`src/rtl/mem_ctrl.sv`:
```
// Byte-serial memory controller: fetch and data ports share one
// registered 8-bit RAM, transfers of 1/2/4 bytes, pausable via rdy_in.
module mem_ctrl (
  input  logic        clk_in,
  input  logic        rst_in,
  input  logic        rdy_in,
  input  logic        if_req,
  input  logic [31:0] if_addr,
  output logic [31:0] if_data,
  output logic        if_done,
  input  logic        dm_req,
  input  logic        dm_wr,
  input  logic [1:0]  dm_size,
  input  logic [31:0] dm_addr,
  input  logic [31:0] dm_wdata,
  output logic [31:0] dm_rdata,
  output logic        dm_done,
  input  logic [7:0]  mem_din,
  output logic [7:0]  mem_dout,
  output logic [31:0] mem_a,
  output logic        mem_wr
);

  typedef enum logic [1:0] {
    IDLE,
    READ,
    WRITE,
    DONE
  } state_e;

  state_e      state_q, state_d;
  logic [31:0] base_q, base_d;
  logic [31:0] mem_a_q, mem_a_d;
  logic [7:0]  dout_q, dout_d;
  logic [31:0] wdat_q, wdat_d;
  logic [31:0] buf_q, buf_d;
  logic [2:0]  len_q, len_d;
  logic [2:0]  iss_q, iss_d;
  logic [2:0]  cap_q, cap_d;
  logic        vld_q, vld_d;
  logic        dsel_q, dsel_d;
  logic [2:0]  nxt;
  logic        fin;

  // State and datapath registers
  always_ff @(posedge clk_in or posedge rst_in) begin
    if (rst_in) begin
      state_q <= IDLE;
      base_q  <= '0;
      mem_a_q <= '0;
      dout_q  <= '0;
      wdat_q  <= '0;
      buf_q   <= '0;
      len_q   <= '0;
      iss_q   <= '0;
      cap_q   <= '0;
      vld_q   <= 1'b0;
      dsel_q  <= 1'b0;
    end else begin
      state_q <= state_d;
      base_q  <= base_d;
      mem_a_q <= mem_a_d;
      dout_q  <= dout_d;
      wdat_q  <= wdat_d;
      buf_q   <= buf_d;
      len_q   <= len_d;
      iss_q   <= iss_d;
      cap_q   <= cap_d;
      vld_q   <= vld_d;
      dsel_q  <= dsel_d;
    end
  end

  // Next-state: accept, byte issue/capture, pause rewind, completion
  always_comb begin
    state_d = state_q;
    base_d  = base_q;
    mem_a_d = mem_a_q;
    dout_d  = dout_q;
    wdat_d  = wdat_q;
    buf_d   = buf_q;
    len_d   = len_q;
    iss_d   = iss_q;
    cap_d   = cap_q;
    vld_d   = vld_q;
    dsel_d  = dsel_q;
    nxt     = iss_q + 3'd1;
    unique case (state_q)
      IDLE: begin
        if (rdy_in && (dm_req || if_req)) begin
          dsel_d  = dm_req;
          base_d  = dm_req ? dm_addr : if_addr;
          mem_a_d = dm_req ? dm_addr : if_addr;
          wdat_d  = dm_wdata;
          buf_d   = '0;
          iss_d   = '0;
          cap_d   = '0;
          vld_d   = 1'b0;
          len_d   = 3'd4;
          if (dm_req && dm_size == 2'd0) len_d = 3'd1;
          if (dm_req && dm_size == 2'd1) len_d = 3'd2;
          if (dm_req && dm_wr) begin
            dout_d  = dm_wdata[7:0];
            state_d = WRITE;
          end else begin
            state_d = READ;
          end
        end
      end
      READ: begin
        if (rdy_in) begin
          vld_d = iss_q < len_q;
          if (iss_q < len_q) begin
            iss_d = nxt;
            if (nxt < len_q) mem_a_d = base_q + {29'b0, nxt};
          end
          if (vld_q) begin
            buf_d[{cap_q[1:0], 3'b000} +: 8] = mem_din;
            cap_d = cap_q + 3'd1;
            if (cap_q + 3'd1 == len_q) state_d = DONE;
          end
        end else begin
          // Data returning during a pause is dropped; re-issue from
          // the lowest byte not yet captured.
          vld_d   = 1'b0;
          iss_d   = cap_q;
          mem_a_d = base_q + {29'b0, cap_q};
        end
      end
      WRITE: begin
        if (rdy_in) begin
          iss_d = nxt;
          if (nxt == len_q) begin
            state_d = DONE;
          end else begin
            mem_a_d = base_q + {29'b0, nxt};
            dout_d  = wdat_q[{nxt[1:0], 3'b000} +: 8];
          end
        end
      end
      DONE: begin
        if (rdy_in) state_d = IDLE;
      end
      default: state_d = IDLE;
    endcase
  end

  // Outputs: done pulses and data only while unpaused
  always_comb begin
    fin      = (state_q == DONE) && rdy_in;
    if_done  = fin && !dsel_q;
    dm_done  = fin && dsel_q;
    if_data  = if_done ? buf_q : 32'h0;
    dm_rdata = dm_done ? buf_q : 32'h0;
    mem_wr   = (state_q == WRITE) && rdy_in;
    mem_a    = mem_a_q;
    mem_dout = dout_q;
  end

endmodule

```
`config.mk`:
```
export PLATFORM = sky130hd
export DESIGN_NAME = mem_ctrl
export DESIGN_NICKNAME = d
export VERILOG_FILES = /design/src/rtl/mem_ctrl.sv
export SDC_FILE = /design/constraint.sdc
export NUM_CORES = 1
export LEC_CHECK = 0
export CELL_PAD_IN_SITES_DETAIL_PLACEMENT = 0
export CELL_PAD_IN_SITES_GLOBAL_PLACEMENT = 1
export CORE_MARGIN = 5
export CORE_UTILIZATION = 52
export CTS_CLUSTER_SIZE = 28
export DETAILED_ROUTE_END_ITERATION = 8
export DONT_BUFFER_PORTS = 1
export PLACE_DENSITY = 0.85
export RECOVER_POWER = 50
export SLEW_MARGIN = 20
export SYNTH_ARGS = -nofsm -noshare
export SYNTH_HDL_FRONTEND = slang
export SYNTH_SLANG_ARGS = --single-unit
```
`constraint.sdc`:
```
create_clock -name clk_in -period 9.9 [get_ports clk_in]
set_input_delay 1.98 -clock clk_in [delete_from_list [all_inputs] [get_ports clk_in]]
set_output_delay 1.98 -clock clk_in [all_outputs]
set_load 0.01 [all_outputs]
```
Yosys cells after proc, flatten, opt, wreduce, memory -nomap -nowiden
Cells that the tools add are included.
Widths: inputs -> output; s select.
Storage, ports and cells
  logic and storage cells: 102
  register bits: 149
  bits of input ports: 112
  output and inout bits: 107
Cells by class
  equal/unequal tests: 17
  reductions and logical operators: 22
  multiplexer cells: 42
  shift-type cells: 3
  add/subtract/negate cells: 5
  order comparisons: 2
Operators with widths (number)
  $mux 32: 12
  $pmux 32 s3: 1
  $add 32x3->32: 2
  $pmux 32 s2: 1
  $bwmux 32: 1
  $mux 8: 4
  $shift 8x7->32 const A: 1
  $shiftx 32x6->8: 1
  $shiftx 8x7->32: 1
  $mux 3: 8
  $ne 2x2->1 const B: 9
  $mux 2: 8
  $pmux 8 s2: 1
  $pmux 3 s3: 1
  $logic_and 1x1->1: 8
  $pmux 2 s4: 1
  $reduce_and 4->1: 2
  $neg 5->7: 1
  $reduce_and 7->1: 1
  $add 3x1->3 const B: 2
  $eq 3x3->1: 2
  $lt 3x3->1: 2
  $ne 3x3->1 const B: 2
  $pmux 3 s2: 1
  other kinds (12): 18

Longest topological paths before layout
Gate-level depths: netlist of run 1.
  word-level depth: 6
  depth in mapped cells: 11

Least setup slack after synthesis of run 1
Ideal clock, no wire load.
  kind: in2out
  start: in rdy_in
  end: out if_data[22]
  data arrival time: 2983 ps
  slack: 4937 ps
  cell stages on the path: 5
  cells stage by stage: clkbuf_1 nand2_1 nor2_1 clkbuf_1 and2_1
On the way
  cells in the longest elaborated chain, start to end: 3
RTL lines
  start: declaration: RTL line 6  | input logic rdy_in,
  $logic_and 1x1->1: RTL line 150  | fin = (state_q == DONE) && rdy_in;
  $logic_and 1x1->1: RTL line 151  | if_done = fin && !dsel_q;
  via if_done: RTL line 10  | output logic if_done,
  $mux 32: RTL line 153  | if_data = if_done ? buf_q : 32'h0;
  end: declaration: RTL line 9  | output logic [31:0] if_data,
The timed path passes the listed nets, and every way through them passes these cells.

Final worst setup path of run 1
  start: in rdy_in
  end: out dm_rdata[20]
On the way
  cells in the longest elaborated chain, start to end: 3
RTL lines
  $logic_and 1x1->1: RTL line 150
  $logic_and 1x1->1: RTL line 152  | dm_done = fin && dsel_q;
  $mux 32: RTL line 154  | dm_rdata = dm_done ? buf_q : 32'h0;
  end: declaration: RTL line 16  | output logic [31:0] dm_rdata,
No other way between the ends.

==> run summary, run 1 <==
* **TritonCTS sink count** 149
* **number of antenna repair diodes** 0
* **Area contributors post-synth** sky130_fd_sc_hd__dfrtp_1, sky130_fd_sc_hd__nand2_1, sky130_fd_sc_hd__o21ai_0
* **setup TNS after final layout** 0 ns
* **GRT Resource Usage Total** 23.3%
* **initial detailed-routing violation count** 558
* **Critical path buffers and inverters** 0
* **detailed-router iteration count before antenna repair** 5
* **share of async-settable or async-resettable flops after synthesis** 100%
* **critical path required time** 7.92 ns
* **final worst setup slack** 4.89 ns
* **area delta synth->final** 7.92%
* **cell depth of the worst setup path** 2
* **static leakage** 4.02 nW
* **kind of capture point of the worst setup path** output port
* **starting utilization of the core area** 53.0%
* **die area** 19500 µm²
* **buffers inserted during post-CTS setup optimization** 0
* **final routed DRC violation total** 0
* **number of flops mapped to enable cells by yosys** 0
* **number of distinct library cell variants in the gate-level netlist after synthesis** 64
* **synthesis-stage register bit count** 149
* **post-placement cell area** 8870 µm²
* **Tightest Hold Check Type** reg -> reg
* **Reg2Reg Capture Point** mem_a[25]$_DFFE_PP0P_
* **y dimension of the die** 140 µm
* **slew at the pin with the worst max-slew slack** 4.07 ns
* **pin count of the biggest net entering global routing** 93
* **setup slack after placement** 4.80 ns
* **root buffer cell** sky130_fd_sc_hd__clkbuf_16
* **delay contributed by the slowest stage of the critical path** 0.74 ns
* **Max Clock Freq** 200 MHz
* **number of placed instances, taps included** 1119
* **Clock Skews** 0.0101 ns
* **end point of the worst hold path** buf_q[11]$_DFFE_PP0P_
* **horizontal die dimension** 140 µm
* **Ys Warns** 0
* **kind of start point of the critical path** primary input
* **total power** 3.13 mW
* **clock insertion delay at the later pin of the skew report** 0.43 ns
* **pwr/cell area** 331 nW/µm²
* **number of fillers in the final layout** 1499
* **final global-route overflow total** 0
* **CTS Buffer Depth** 2
* **cell type of the slowest stage on the worst timing path** sky130_fd_sc_hd__and3_1
* **proportion of synthesized chip area in sequential cells** 42.6%
* **fraction of post-synthesis cell area in the top cell type by area** 42.6%
* **cell family contributing the most delay on the critical path** simple AND/OR/NAND/NOR gates
* **worst voltage drop across the vdd grid** 202 µV
* **Final Hold Vio Count** 0
* **number of vias after detailed routing** 6960
* **CTS tree** built
* **register-to-register path setup slack** 5.89 ns
* **maximum capacitance violations** 3
* **wire per inst** 19.7 µm
* **startpoint of the worst register-to-register path** iss_q[0]$_DFFE_PP0P_
* **cell area after layout** 9450 µm²
* **Synth top cells by count** sky130_fd_sc_hd__nand2_1, sky130_fd_sc_hd__dfrtp_1, sky130_fd_sc_hd__o21ai_0
* **post-route clock period utilization** 50.6%
* **vias in the first global route** 6835
* **worst hold path cell count** 2
* **number of antenna violations at the first check in global routing** 1
* **Worst Path Class, Setup** in -> out
* **number of nets at the end of the flow** 1054
* **post-synth net total** 1086
* **number of gates resized after CTS** 0
* **worst slack on hold paths** 0.486 ns
* **Syn Std Cell Area** 8760 µm²
* **total length of routed wires** 22.7 mm
* **top cell type by total area after synthesis** sky130_fd_sc_hd__dfrtp_1
* **most numerous cell in the Yosys netlist** sky130_fd_sc_hd__nand2_1
* **instance count of the mapped netlist** 950
* **standard-cell rows** 47
* **CTS H-tree lvls** 4
* **routability congestion estimate** 0.868
* **outcome** finished with violations
* **first-pass GRT wire length** 37.0 mm
* **worst slew slack as a fraction of its limit** -173%
* **number of buffers created by CTS** 17
* **DP HPWL** 16.0 mm
* **most used flip-flop cell after synthesis** sky130_fd_sc_hd__dfrtp_1
* **launch instance of the worst min-delay path** buf_q[11]$_DFFE_PP0P_
* **CORE AREA** 16500 µm²
* **Final Non-Filler Cells** 1151
* **fraction of final layout cells sized beyond drive strength 1** 10.7%
* **number of nets still failing antenna checks after routing** 0
* **total of endpoints with negative setup slack in the final report** 0
* **Layout Utilization** 57.2%
* **clock period minus final worst setup slack** 5.01 ns
* **number of I/O pins** 219
* **list of cells traversed by the critical path** and3_1 -> and2_1
* **RSZ-0062 raised after global routing** no
* **Clk pin slew, worst setup/hold paths** 0.07 ns
* **Hold Buf Count CTS** 0
* **Critical Path AT** 3.03 ns
* **crit path max fanout** 33
* **Avg Inst Size Synth** 9.22 µm²
* **Worst Reg2Reg Path Length in Cells** 8
* **failing checks** capacitance limit, slew limit
* **max-slew violation count** 198
* **number of port buffers** 0
* **Via density** 6.05
[cells by family after synthesis]
logic type,count (synthesis),share of synthesized area (%)
buffers and inverters,81,3.73
AO/OA/AOI/OAI,227,15.6
XOR/XNOR,17,1.70
AND/OR/NAND/NOR,355,19.9
multiplexers,97,12.8
adder cells (fa/ha/maj),24,3.60
flip-flops,149,42.6
[worst max-delay path by stage]
stage | endpoint | slack [ns] | from
floorplan | base_q[0]$_DFFE_PP0P_ | 3.91 | rst_in
global route | wdat_q[1]$_DFFE_PP0P_ | 4.43 | rst_in
CTS | if_data[17] | 4.80 | rdy_in
detailed placement | if_data[17] | 4.80 | rdy_in
finish | dm_rdata[20] | 4.89 | rdy_in
global placement | if_data[12] | 4.89 | rdy_in
[cell type report]
class	count	area, µm²	area share, %
multi-input cells	720	4710	49.9
repair buffers	10	63.8	0.675
clock inverters	14	153	1.62
clock buffers	18	439	4.65
inverters	20	76.3	0.808
well taps	220	275	2.91
flip-flops and latches	149	3730	39.5
[layout by cell type (no fill, tap or decap), types with 3 or more instances in the layout]
master,count
sky130_fd_sc_hd__dfrtp_1,149
sky130_fd_sc_hd__clkbuf_1,3
sky130_fd_sc_hd__nor3_1,18
sky130_fd_sc_hd__o21ai_0,105
sky130_fd_sc_hd__a22oi_1,8
sky130_fd_sc_hd__mux2_2,41
sky130_fd_sc_hd__o31ai_1,11
sky130_fd_sc_hd__nor4_1,10
sky130_fd_sc_hd__inv_8,5
sky130_fd_sc_hd__a31oi_1,10
sky130_fd_sc_hd__a22o_1,5
sky130_fd_sc_hd__mux4_2,8
sky130_fd_sc_hd__or3_1,4
sky130_fd_sc_hd__a221oi_1,4
sky130_fd_sc_hd__and2_1,70
sky130_fd_sc_hd__and4_1,7
sky130_fd_sc_hd__and3_1,8
sky130_fd_sc_hd__o221ai_1,3
sky130_fd_sc_hd__nand2_1,152
sky130_fd_sc_hd__inv_6,5
sky130_fd_sc_hd__o21ai_1,4
sky130_fd_sc_hd__o22ai_1,12
sky130_fd_sc_hd__a21o_1,4
sky130_fd_sc_hd__nand4_1,8
sky130_fd_sc_hd__xor2_1,8
sky130_fd_sc_hd__clkbuf_16,17
sky130_fd_sc_hd__o211ai_1,4
sky130_fd_sc_hd__a211oi_1,4
sky130_fd_sc_hd__nand3_1,18
sky130_fd_sc_hd__buf_4,7
sky130_fd_sc_hd__nor3b_1,3
sky130_fd_sc_hd__nor2_1,41
sky130_fd_sc_hd__xnor2_1,9
sky130_fd_sc_hd__a21oi_1,33
sky130_fd_sc_hd__ha_1,22
sky130_fd_sc_hd__mux2i_1,47
sky130_fd_sc_hd__inv_1,18
[layer usage]
metal	share of wire (%)	wire length, µm	track usage [%]
met5	0.057	13	0
met4	1.7	382	6.88
met3	8.9	2020	6.79
met2	44	10100	35.1
met1	45	10200	32.7
[registers in the layout, summed over array words and instances, names as in the netlist, 3 cells and up]
signal,cells
base_q,32
buf_q,32
mem_a,32
wdat_q,32
mem_dout,8
cap_q,3
iss_q,3
len_q,3
[power by group]
| part | switching, mW | internal, mW | leakage [nW] |
|---|---|---|---|
| sequential | 0.278 | 0.861 | 1.89 |
| clock | 0.290 | 0.366 | 0.296 |
| combinational | 0.794 | 0.537 | 1.83 |
No activity file was read; power rests on OpenSTA's default activity.
==> inputs of run 2 (changes only) <==
Settings changed: CORE_UTILIZATION 52 to 48, PLACE_DENSITY 0.85 to 0.79.
Clock period 9.9 ns to 4.9 ns, I/O delays scaled along.
==> run summary, run 2 (synthesized netlist as in run 1, its figures left out) <==
* **buffers inserted during post-CTS setup optimization** 0
* **outcome** finished with violations
* **static leakage** 4.03 nW
* **detailed-router iteration count before antenna repair** 5
* **number of antenna repair diodes** 0
* **y dimension of the die** 145 µm
* **pwr/cell area** 669 nW/µm²
* **Critical Path AT** 3.88 ns
* **clock period minus final worst setup slack** 3.56 ns
* **wire per inst** 20.5 µm
* **Max Clock Freq** 281 MHz
* **root buffer cell** sky130_fd_sc_hd__clkbuf_16
* **die area** 21000 µm²
* **fraction of final layout cells sized beyond drive strength 1** 11.1%
* **critical path required time** 5.21 ns
* **number of gates resized after CTS** 0
* **number of antenna violations at the first check in global routing** 0
* **Clock Skews** 0.0119 ns
* **Hold Buf Count CTS** 0
* **CTS tree** built
* **number of nets at the end of the flow** 1054
* **pin count of the biggest net entering global routing** 150
* **maximum capacitance violations** 1
* **RSZ-0062 raised after global routing** no
* **DP HPWL** 16.7 mm
* **number of nets still failing antenna checks after routing** 0
* **post-route clock period utilization** 72.7%
* **commonest non-fill, non-tap cell in the layout** sky130_fd_sc_hd__nand2_1
* **Via density** 5.92
* **cell area after layout** 9490 µm²
* **routability congestion estimate** 0.893
* **slew at the pin with the worst max-slew slack** 2.13 ns
* **post-placement cell area** 8890 µm²
* **kind of capture point of the worst setup path** flop
* **most frequent cells in the layout** sky130_fd_sc_hd__nand2_1, sky130_fd_sc_hd__dfrtp_1, sky130_fd_sc_hd__o21ai_0, sky130_fd_sc_hd__and2_1, sky130_fd_sc_hd__mux2i_1
* **CTS H-tree lvls** 4
* **clock insertion delay at the later pin of the skew report** 0.43 ns
* **Worst Path Class, Setup** reg -> reg
* **CTS Buffer Depth** 2
* **Final Hold Vio Count** 0
* **kind of start point of the critical path** flop
* **final global-route overflow total** 0
* **GRT Resource Usage Total** 22.1%
* **vias in the first global route** 6681
* **initial detailed-routing violation count** 496
* **setup TNS after final layout** 0 ns
* **failing checks** capacitance limit, slew limit
* **first-pass GRT wire length** 38.2 mm
* **number of I/O pins** 219
* **final routed DRC violation total** 0
* **Clk pin slew, worst setup/hold paths** 0.08 ns
* **crit path max fanout** 15
* **standard-cell rows** 49
* **Tightest Hold Check Type** reg -> reg
* **CORE AREA** 18000 µm²
* **total of endpoints with negative setup slack in the final report** 0
* **TritonCTS sink count** 149
* **area delta synth->final** 8.33%
* **total length of routed wires** 23.8 mm
* **number of vias after detailed routing** 6866
* **worst slew slack as a fraction of its limit** -42.1%
* **register-to-register path setup slack** 1.34 ns
* **max-slew violation count** 104
* **starting utilization of the core area** 48.7%
* **number of port buffers** 0
* **number of buffers created by CTS** 17
* **horizontal die dimension** 145 µm
* **worst voltage drop across the vdd grid** 399 µV
-- run 2: layout make-up --
type                            instances  area [µm²]
Clock buffer                           17         425
Clock inverter                         15         175
Fill cell                            1699        8480
Inverter                               20        76.3
Multi-Input combinational cell        720        4710
Sequential cell                       149        3730
Tap cell                              229         287
Timing Repair Buffer                   10        85.1
-- run 2: report_power, final --
group / leakage (nW) / switching (mW) / total [mW] / internal (mW)
clock: 0.291 / 0.622 / 1.31 / 0.690
sequential: 1.89 / 0.585 / 2.32 / 1.74
combinational: 1.85 / 1.61 / 2.71 / 1.10
total: 4.03 / 2.82 / 6.35 / 3.53
-- run 2: layer usage --
metal  wire (µm)  global-route usage (%)  part of all wire, %
met4         235                    4.94                 0.99
met2       10300                    31.9                   43
met1       11200                    32.5                   47
met5           0                       0                    0
met3        2040                    7.45                  8.6
-- run 2: worst paths after layout --
kind	startpoint	end	cells past startpoint
hold reg to reg	buf_q[11]$_DFFE_PP0P_	buf_q[11]$_DFFE_PP0P_	2
hold / removal	buf_q[11]$_DFFE_PP0P_	buf_q[11]$_DFFE_PP0P_	2
max in group asynchronous	rst_in	cap_q[0]$_DFFE_PP0P_	2
min in group asynchronous	rst_in	base_q[10]$_DFFE_PP0P_	2
setup / recovery	iss_q[0]$_DFFE_PP0P_	mem_a[26]$_DFFE_PP0P_	8
setup reg to reg	iss_q[0]$_DFFE_PP0P_	mem_a[26]$_DFFE_PP0P_	8
-- run 2: through the flow --
step / utilization (%) / hold WS, ns / total power [mW] / worst slack [ns] / cells
final: 52.8 / 0.494 / 6.35 / 1.34 / 1160
after global routing: 52.8 / 0.518 / 6.84 / 1.02 / 1160
after CTS: 52.8 / 0.498 / 6.38 / 1.31 / 1160
after detailed placement: 49.5 / 0.481 / 5.04 / 1.32 / 1128
after global placement: 49.5 / 0.469 / 4.99 / 1.40 / 1128
after floorplan: - / 0.455 / 4.27 / 1.94 / 950
-- run 2: critical path: stages, from the launching register on --
cell and delay, ns:
sky130_fd_sc_hd__dfrtp_1 0.60, sky130_fd_sc_hd__ha_1 0.80, sky130_fd_sc_hd__ha_1 0.35, sky130_fd_sc_hd__nand2_1 0.10, sky130_fd_sc_hd__o21ai_0 0.07, sky130_fd_sc_hd__o21ai_0 0.23, sky130_fd_sc_hd__and3_1 0.72, sky130_fd_sc_hd__nand2_1 0.21
sky130_fd_sc_hd__o311ai_0 0.36
==> inputs of run 3 (changes only) <==
Clock period 4.9 ns to 3.7 ns, I/O delays scaled along.
==> run summary, run 3 (synthesized netlist as in run 1, its figures left out) <==
* **setup TNS after final layout** 0 ns
* **CORE AREA** 18000 µm²
* **number of buffers created by CTS** 17
* **uppermost metal layer occupied by signal nets** met4
* **Critical path buffers and inverters** 0
* **root buffer cell** sky130_fd_sc_hd__clkbuf_16
* **GRT Resource Usage Total** 22.1%
* **number of nets at the end of the flow** 1066
* **horizontal die dimension** 145 µm
* **outcome** finished with violations
* **startpoint of the worst register-to-register path** iss_q[1]$_DFFE_PP0P_
* **number of placed instances, taps included** 1140
* **Via density** 5.96
* **vias in the first global route** 6850
* **Clock Skews** 0.00737 ns
* **buffers inserted during post-CTS setup optimization** 0
* **Worst Reg2Reg Path Length in Cells** 9
* **clock insertion delay at the later pin of the skew report** 0.43 ns
* **number of vias after detailed routing** 6990
* **slew at the pin with the worst max-slew slack** 1.92 ns
* **first-pass GRT wire length** 38.3 mm
* **starting utilization of the core area** 48.7%
* **delay contributed by the slowest stage of the critical path** 0.71 ns
* **Hold Buf Count CTS** 0
* **routability congestion estimate** 0.901
* **Worst Path Class, Setup** reg -> reg
* **final routed DRC violation total** 0
* **Critical Path AT** 3.37 ns
* **register-to-register path setup slack** 0.63 ns
* **detailed-router iteration count before antenna repair** 6
* **wire per inst** 20.2 µm
* **CTS H-tree lvls** 4
* **final worst setup slack** 0.626 ns
* **number of fillers in the final layout** 1671
* **pwr/cell area** 887 nW/µm²
* **setup slack after placement** 0.650 ns
* **number of I/O pins** 219
* **cell type of the slowest stage on the worst timing path** sky130_fd_sc_hd__and3_1
* **die area** 21000 µm²
* **Clk pin slew, worst setup/hold paths** 0.07 ns
* **routed length on met1** 10.8 mm
* **max-slew violation count** 192
* **post-route clock period utilization** 83.1%
* **DP HPWL** 17.1 mm
* **CTS Buffer Depth** 2
* **wire length on met3** 2.01 mm
* **area delta synth->final** 9.27%
* **RSZ-0062 raised after global routing** no
* **list of cells traversed by the critical path** ha_1 -> xor2_1 -> ha_1 -> a21oi_1 -> o21ai_0 -> o21ai_0 -> and3_1 -> nand2_1 -> o311ai_0
* **standard-cell rows** 49
* **cell depth of the worst setup path** 9
* **cell family contributing the most delay on the critical path** simple AND/OR/NAND/NOR gates
* **kind of capture point of the worst setup path** flop
* **total of endpoints with negative setup slack in the final report** 0
* **Tightest Hold Check Type** in -> async
* **kind of start point of the critical path** flop
* **total length of routed wires** 23.6 mm
* **static leakage** 4.08 nW
* **Final Non-Filler Cells** 1172
* **number of antenna repair diodes** 0
* **fraction of final layout cells sized beyond drive strength 1** 11.9%
* **crit path max fanout** 15
* **Max Clock Freq** 325 MHz
* **y dimension of the die** 145 µm
* **commonest non-fill, non-tap cell in the layout** sky130_fd_sc_hd__nand2_1
* **number of antenna violations at the first check in global routing** 0
* **pin count of the biggest net entering global routing** 76
* **number of port buffers** 0
* **Layout Utilization** 53.3%
* **number of gates resized after CTS** 0
* **TritonCTS sink count** 149
* **number of nets still failing antenna checks after routing** 0
* **maximum capacitance violations** 4
* **worst voltage drop across the vdd grid** 521 µV
* **CTS tree** built
* **failing checks** capacitance limit, slew limit
* **Final Hold Vio Count** 0
* **DR WL met2** 10.5 mm
* **initial detailed-routing violation count** 478
* **most frequent cells in the layout** sky130_fd_sc_hd__nand2_1, sky130_fd_sc_hd__dfrtp_1, sky130_fd_sc_hd__o21ai_0, sky130_fd_sc_hd__and2_1, sky130_fd_sc_hd__mux2i_1
* **final global-route overflow total** 0
* **critical path required time** 4.00 ns
* **worst slew slack as a fraction of its limit** -27.8%
* **Reg2Reg Capture Point** mem_a[26]$_DFFE_PP0P_
* **clock period minus final worst setup slack** 3.07 ns
run 3: changes by cell type in the layout (fill, tap and decap cells not counted), sizes merged:
| cell | change |
|---|---|
| clkinvlp | -1 |
| clkbuf | +3 |
| buf | +9 |
| clkinv | +1 |
run 3: area by class of cell:
type / instances / area [µm²] / share of cell area [%]
multi-input combinational: 720 / 4710 / 49.2
clock buffer: 17 / 425 / 4.45
tap: 229 / 287 / 2.99
sequential: 149 / 3730 / 39.0
timing repair buffer: 22 / 164 / 1.71
clock inverter: 15 / 179 / 1.87
inverter: 20 / 76.3 / 0.798
run 3: metrics by stage:
stage | hold WS [ns] | total power, mW | instance area [µm²]
2_1_floorplan | 0.455 | 5.66 | 8760
4_1_cts | 0.129 | 8.55 | 9600
6_report | 0.193 | 8.48 | 9570
3_3_place_gp | 0.469 | 6.69 | 8990
5_1_grt | 0.225 | 9.11 | 9570
3_5_place_dp | 0.481 | 6.77 | 8990
run 3: how the worst max path moves through the flow:
| stage | to | start | slack, ns |
|---|---|---|---|
| 2_1_floorplan | mem_a[12]$_DFFE_PP0P_ | iss_q[0]$_DFFE_PP0P_ | 0.82 |
| 3_3_place_gp | mem_a[14]$_DFFE_PP0P_ | iss_q[0]$_DFFE_PP0P_ | 0.74 |
| 3_5_place_dp | mem_a[26]$_DFFE_PP0P_ | iss_q[1]$_DFFE_PP0P_ | 0.65 |
| 4_1_cts | mem_a[26]$_DFFE_PP0P_ | iss_q[1]$_DFFE_PP0P_ | 0.64 |
| 5_1_grt | mem_a[26]$_DFFE_PP0P_ | iss_q[1]$_DFFE_PP0P_ | 0.28 |
| 6_report | mem_a[26]$_DFFE_PP0P_ | iss_q[1]$_DFFE_PP0P_ | 0.63 |
run 3: where the power goes:
| part | internal (mW) | switching (mW) |
|---|---|---|
| combinational | 1.52 | 2.16 |
| clock | 0.919 | 0.835 |
| sequential | 2.30 | 0.751 |
| total | 4.74 | 3.74 |
run 3: routing by layer:
layer | vias to the layer above | track usage, %
li1 | 3353 | -
met1 | 3353 | 31.8
met2 | 258 | 32.5
met3 | 26 | 7.27
met4 | 0 | 5.50
met5 | - | 0
run 3: worst register-to-register path, stage by stage, from the launching register on:
cell                       delay, ns
sky130_fd_sc_hd__dfrtp_1        0.40
sky130_fd_sc_hd__ha_1           0.23
sky130_fd_sc_hd__xor2_1         0.22
sky130_fd_sc_hd__ha_1           0.28
sky130_fd_sc_hd__a21oi_1        0.11
sky130_fd_sc_hd__o21ai_0        0.08
sky130_fd_sc_hd__o21ai_0        0.26
sky130_fd_sc_hd__and3_1         0.71
sky130_fd_sc_hd__nand2_1        0.24
sky130_fd_sc_hd__o311ai_0       0.41
